## config.mk

```make
export PLATFORM = sky130hd
export DESIGN_NAME = vr_vc_converter
export DESIGN_NICKNAME = d
export VERILOG_FILES = /design/src/rtl/vc_pkg.sv /design/src/rtl/vc_credit_counter.sv /design/src/rtl/vr_vc_converter.sv
export SDC_FILE = /design/constraint.sdc
export NUM_CORES = 1
export LEC_CHECK = 0
export CORE_AREA = 2 2 39 41
export CTS_BUF_LIST = sky130_fd_sc_hd__clkbuf_8 sky130_fd_sc_hd__clkbuf_16
export DETAILED_ROUTE_END_ITERATION = 10
export DIE_AREA = 0 0 41 43
export DONT_BUFFER_PORTS = 1
export PLACE_DENSITY_LB_ADDON = 0.12
export SYNTH_ARGS = -nofsm -noshare
export SYNTH_HDL_FRONTEND = slang
export SYNTH_HIERARCHICAL = 1
export SYNTH_SLANG_ARGS = --single-unit
```

## constraint.sdc

```tcl
create_clock -name clk -period 5.6 [get_ports clk]
set_clock_uncertainty 0.1 [all_clocks]
set_input_delay 1.12 -clock clk [delete_from_list [all_inputs] [get_ports clk]]
set_output_delay 1.12 -clock clk [all_outputs]
set_load 0.05 [all_outputs]
```

## src/rtl/vc_pkg.sv

```systemverilog
// Shared definitions for the valid/credit link (transmitter and receiver sides).
package vc_pkg;

  // Counter width able to hold 0..credit_num inclusive.
  function automatic int unsigned cnt_width(input int unsigned credit_num);
    return $clog2(credit_num + 1);
  endfunction

  // A credit arriving at a full counter with no consuming beat is an overflow.
  function automatic logic credit_overflow(input logic inc, input logic dec, input logic full);
    return inc & ~dec & full;
  endfunction

endpackage

```

## src/rtl/vc_credit_counter.sv

```systemverilog
// Saturating credit counter with sticky overflow flag.
module vc_credit_counter
  import vc_pkg::*;
#(
  parameter int unsigned CREDIT_NUM = 2
) (
  input  logic                                clk,
  input  logic                                rst_n,
  input  logic                                inc,
  input  logic                                dec,
  output logic [cnt_width(CREDIT_NUM)-1:0]    count,
  output logic                                nonzero,
  output logic                                overflow
);

  localparam int unsigned CntW = cnt_width(CREDIT_NUM);
  typedef logic [CntW-1:0] credit_cnt_t;
  localparam credit_cnt_t Full = credit_cnt_t'(CREDIT_NUM);

  credit_cnt_t count_q, count_d;
  logic        err_q, err_d;
  logic        ovf;

  // Next count: add returned credit, subtract consumed one, hold at full on overflow.
  always_comb begin
    ovf     = credit_overflow(inc, dec, count_q == Full);
    count_d = count_q;
    err_d   = err_q | ovf;
    if (!ovf) begin
      count_d = count_q + credit_cnt_t'(inc) - credit_cnt_t'(dec);
    end
  end

  // Counter and sticky error registers; reset dominates any incoming credit.
  always_ff @(posedge clk) begin
    if (!rst_n) begin
      count_q <= '0;
      err_q   <= 1'b0;
    end else begin
      count_q <= count_d;
      err_q   <= err_d;
    end
  end

  assign count    = count_q;
  assign nonzero  = (count_q != '0);
  assign overflow = err_q;

endmodule

```

## src/rtl/vr_vc_converter.sv

```systemverilog
// Valid/ready to valid/credit transmitter bridge.
// Optional macro VR_VC_CREDIT_FWD_EN: a credit arriving at an empty counter is
// consumed in the same cycle, adding a combinational m_credit_i -> s_ready_o path.
module vr_vc_converter
  import vc_pkg::*;
#(
  parameter int unsigned DATA_WIDTH = 8,
  parameter int unsigned CREDIT_NUM = 2
) (
  input  logic                             clk,
  input  logic                             rst_n,
  input  logic [DATA_WIDTH-1:0]            s_data_i,
  input  logic                             s_valid_i,
  output logic                             s_ready_o,
  output logic [DATA_WIDTH-1:0]            m_data_o,
  output logic                             m_valid_o,
  input  logic                             m_credit_i,
  output logic [cnt_width(CREDIT_NUM)-1:0] credit_cnt_o,
  output logic                             credit_err_o
);

  logic                  cnt_nonzero;
  logic                  send;
  logic [DATA_WIDTH-1:0] m_data_q;
  logic                  m_valid_q;

`ifdef VR_VC_CREDIT_FWD_EN
  assign s_ready_o = cnt_nonzero | m_credit_i;
`else
  assign s_ready_o = cnt_nonzero;
`endif

  assign send = s_valid_i & s_ready_o;

  vc_credit_counter #(
    .CREDIT_NUM (CREDIT_NUM)
  ) u_credit_counter (
    .clk      (clk),
    .rst_n    (rst_n),
    .inc      (m_credit_i),
    .dec      (send),
    .count    (credit_cnt_o),
    .nonzero  (cnt_nonzero),
    .overflow (credit_err_o)
  );

  // Output stage: one-cycle valid pulse per accepted beat; data holds between beats.
  always_ff @(posedge clk) begin
    if (!rst_n) begin
      m_valid_q <= 1'b0;
      m_data_q  <= '0;
    end else begin
      m_valid_q <= send;
      if (send) begin
        m_data_q <= s_data_i;
      end
    end
  end

  assign m_valid_o = m_valid_q;
  assign m_data_o  = m_data_q;

endmodule

```

[Word-level counts from Yosys, hierarchy flattened]
Cells that the tools add are included.
Operators by class
  bitwise gates (word level): 5
  reduce and logical (&&, ||, !) cells: 1
  eq/ne operators: 1
  add/sub/neg operators: 2
Operators by type and width (number)
  bitwise AND 1 bit: 3
  adder 2 x 1 -> 2 bit: 1
  equality test 2 bit, second input constant: 1
  nonzero test 2 bit: 1
  subtractor 2 x 1 -> 2 bit: 1
  NOT 1 bit: 1
  bitwise OR 1 bit: 1
Storage, ports and cells
  output and inout bits: 13
  register bits after elaboration: 12
  input bits: 12

[Longest topological paths before layout]
  depth in word-level cells: 6
  gate-level depth with buffers: 10
  gate-level depth less buffers: 8

[Hierarchy]
The synthesis kept the hierarchy.
By module, submodules not included
  vr_vc_converter: area each 389.1 sq um, instances 1, cells each 40, seq. area each 180.2 sq um
  vc_credit_counter: area each 158.9 sq um, instances 1, cells each 17, seq. area each 60.1 sq um

[Worst setup path after synthesis]
No wires, ideal clock.
  path kind: input to register
  start: in s_valid_i
  end: reg u_credit_counter.count_q[1] (netlist: u_credit_counter/count[1])
  stages: 9
  data required time: 5.385 ns
  library setup time: 0.115 ns
  arrival: 2.406 ns
  setup slack: 2.979 ns
  cell sequence: buf_6 -> and2_4 -> buf_6 -> ha_1 -> inv_1 -> ha_1 -> xor2_1 -> nand2_1 -> o21ba_1
Between the ends
  longest elaborated chain between the ends: 4
  elaborated cells on any way between the ends: 5
  those cells by class: 1 x add/sub; 4 x bitwise
RTL lines
  start, declared: line vr_vc_converter.sv:13  | input logic s_valid_i,
  bitwise AND 1 bit (*): line vr_vc_converter.sv:33  | assign send = s_valid_i & s_ready_o;
  named net send: line vr_vc_converter.sv:23  | logic send;
  parallel branches: the longest is 3 deep, another holds subtractor 2 x 1 -> 2 bit
  end signal, assigned: line vc_credit_counter.sv:40  | count_q <= count_d;
  end, declared: line vc_credit_counter.sv:20  | credit_cnt_t count_q, count_d;
Mark *: on every way through the listed nets, which the timed path passes.
A chain may end at the register's enable or synchronous reset.

[Final worst setup path]
  start: reg u_credit_counter.count_q[1] (netlist: u_credit_counter/count[1])
  end: out s_ready_o
Between the ends
  longest elaborated chain between the ends: 1
RTL lines
  nonzero test 2 bit: line vc_credit_counter.sv:46  | assign nonzero = (count_q != '0);
  end, declared: line vr_vc_converter.sv:14  | output logic s_ready_o,
No other way between the ends.

==> qor.txt <==
Data required, critical path: 4380 ps
# fillers: 137
vias: 380
worst path bufs/invs: 0
DR iter-0 viols: 4
part of the Yosys area used for sequential elements: 43.8%
hold path endpoint: m_data_o[0]
CP max stage delay: 710 ps
Max stage delay cell, worst path: dfxtp_1
compound-cell area share of the yosys netlist: 17.4%
CTS resizes: 0
Synth top area share: 43.8%
CTS Buffer Depth: 2
Synth area leader: dfxtp_1
maximum VDD drop: 0.276 mV
vias per cell: 5.28
actual transition at the worst max-transition pin: 617 ps
Mapped Nets: 71
Critical Path AT: 1460 ps
largest net degree at the start of global routing: 21
die area: 1760 sq um
Clock Tree Root: clkbuf_8
CP Launch Type: register
critical path's top delay family: flip-flops
Yosys warning count: 6
Gate Count Post-Synth: 57
Tmin final: 2680 ps
CTS tree: done
hold_ws: 604 ps
initial antenna violation count: 0
final core occ: 42.0%
starting density of the core: 39.6%
WS Path Type: register to output pin
Routability Congestion: 0.713
predominant post-synthesis flop cell: dfxtp_1
setup TNS: 0 ps
Port Buffer Count: 0
Synth Register Bits: 12
Final WS setup: 2920 ps
cells along the critical path: or2_2
I/O pin count: 25
share of layout cells above drive strength 1: 28.6%
CP max FO: 11
Final Cycle Share: 47.9%
Worst R2R End: u_credit_counter/count[1]
Synth cell types: 18
R2R setup slack: 2920 ps
outcome: finished clean
post-CTS setup buffers: 0
Final Hold Viols: 0
Mapped Area: 548 sq um
# diodes: 0
total core area: 1380 sq um
hold path cells: 2
Slew Limit Fails: 0
Hold Buf Count CTS: 0
grt ovf: 0
RSZ-0062 raised after global routing: no
worst reg2reg path startpoint: u_credit_counter/count[1]
post-synthesis xor/xnor area fraction: 1.60%
Placement Setup Slack: 2910 ps
Sink Count: 12
DRC: 0
H-Tree Level Count: 1
max-cap violations: 0
simple logic cell fraction of the synthesized area: 23.5%
# rows: 14
Async S/R FF share, synth: 0%
routed wire length: 1.01 mm
normalized max-slew margin: 58.8%
area grow syn2layout: 5.94%
synth top area cells: dfxtp_1, o21ai_2, nand4_1
Post-synth EDFFs: 0
Pwr Density: 660 nW/um^2
placed cell area: 526 sq um
HP Start: m_data_o[0]
TritonCTS buffer count: 3
final setup fails: 0
overall routing resource usage: 13.4%
routed length per placed instance: 14.0 microns
Crit path depth: 1
LEAKAGE: 0.233 nW
Syn Area/Cell: 9.61 sq um
drt pass-1 iters: 3
worst reg-to-reg path cell count: 8
vias in the first global route: 346
mux cell area share after synthesis: 0%
first-pass GRT wire length: 1.57 mm
Fmax achieved: 0.373 GHz
worst-skew pair later-pin latency: 230 ps
register clock-pin slew on the reported worst setup and hold paths: 50 ps
die width: 41 microns
main combinational cell family by area after synthesis: simple AND/OR/NAND/NOR gates
Hold Path Class: register to register
adder-cell area share of the yosys netlist: 4.57%
residual antenna-violating net count after detailed routing: 0
Final Cell Area: 581 sq um
CP Capture Type: output pin
DIE HEIGHT: 43 microns
final-stage net count: 71
-- flip-flops by register name, indices dropped and copies added, names as in the netlist --
name / cells
m_data_o: 8
m_valid_o: 1
u_credit_counter/count: 2
u_credit_counter/overflow: 1
-- layer usage --
layer	up-vias	share of wire (%)	track usage, %
met3	2	8.0	6.81
met2	12	49	17.2
met5	-	0	0
met4	0	0.79	10.0
met1	170	42	16.3
li1	196	-	-
-- final cells by class --
type	instances	area, sq um	area share [%]
clock buffers	4	55.1	9.48
inverters	2	7.51	1.29
multi-input cells	38	258	44.4
flip-flops and latches	12	240	41.4
well taps	16	20.0	3.45
-- cell families after synthesis --
logic type                 Yosys count
DFF                                 12
and+or+nand+nor                     23
AOI/OAI and AO/OA                   12
adders and majority gates            2
buffers and inverters                7
xor gates and xnor gates             1
-- where the power goes --
group | switching (mW) | total [mW] | internal [mW]
clock | 0.0305 | 0.0925 | 0.0620
sequential | 0.0861 | 0.192 | 0.106
combinational | 0.0660 | 0.0987 | 0.0327
total | 0.183 | 0.383 | 0.201
-- layout by cell type, fill, tap and decap left out, drive strengths merged --
cell / count
a21oi: 2
and2: 1
and3: 1
clkbuf: 4
dfxtp: 12
ha: 2
inv: 2
nand2: 10
nand4: 8
nor2b: 1
nor3b: 1
o21ai: 9
o21ba: 1
or2: 1
xor2: 1
-- stage by stage --
step	std cells	total power [mW]
after floorplan	57	0.293
after global placement	68	0.293
after detailed placement	68	0.296
after CTS	72	0.389
after global routing	72	0.408
final	72	0.383
-- how the worst max path moves through the flow --
stage                                      to                       from
finish                              s_ready_o  u_credit_counter/count[1]
global route        u_credit_counter/count[1]  u_credit_counter/count[1]
CTS                 u_credit_counter/count[1]  u_credit_counter/count[1]
detailed placement  u_credit_counter/count[1]  u_credit_counter/count[1]
global placement    u_credit_counter/count[1]  u_credit_counter/count[1]
floorplan           u_credit_counter/count[1]                  s_valid_i
-- synth_stat cells, types with 2 or more instances --
cell / number
a21oi_1: 2
buf_4: 2
buf_6: 2
dfxtp_1: 12
ha_1: 2
inv_1: 2
nand2_1: 10
nand4_1: 8
o21ai_2: 8
No activity file was read; power rests on OpenSTA's default activity.
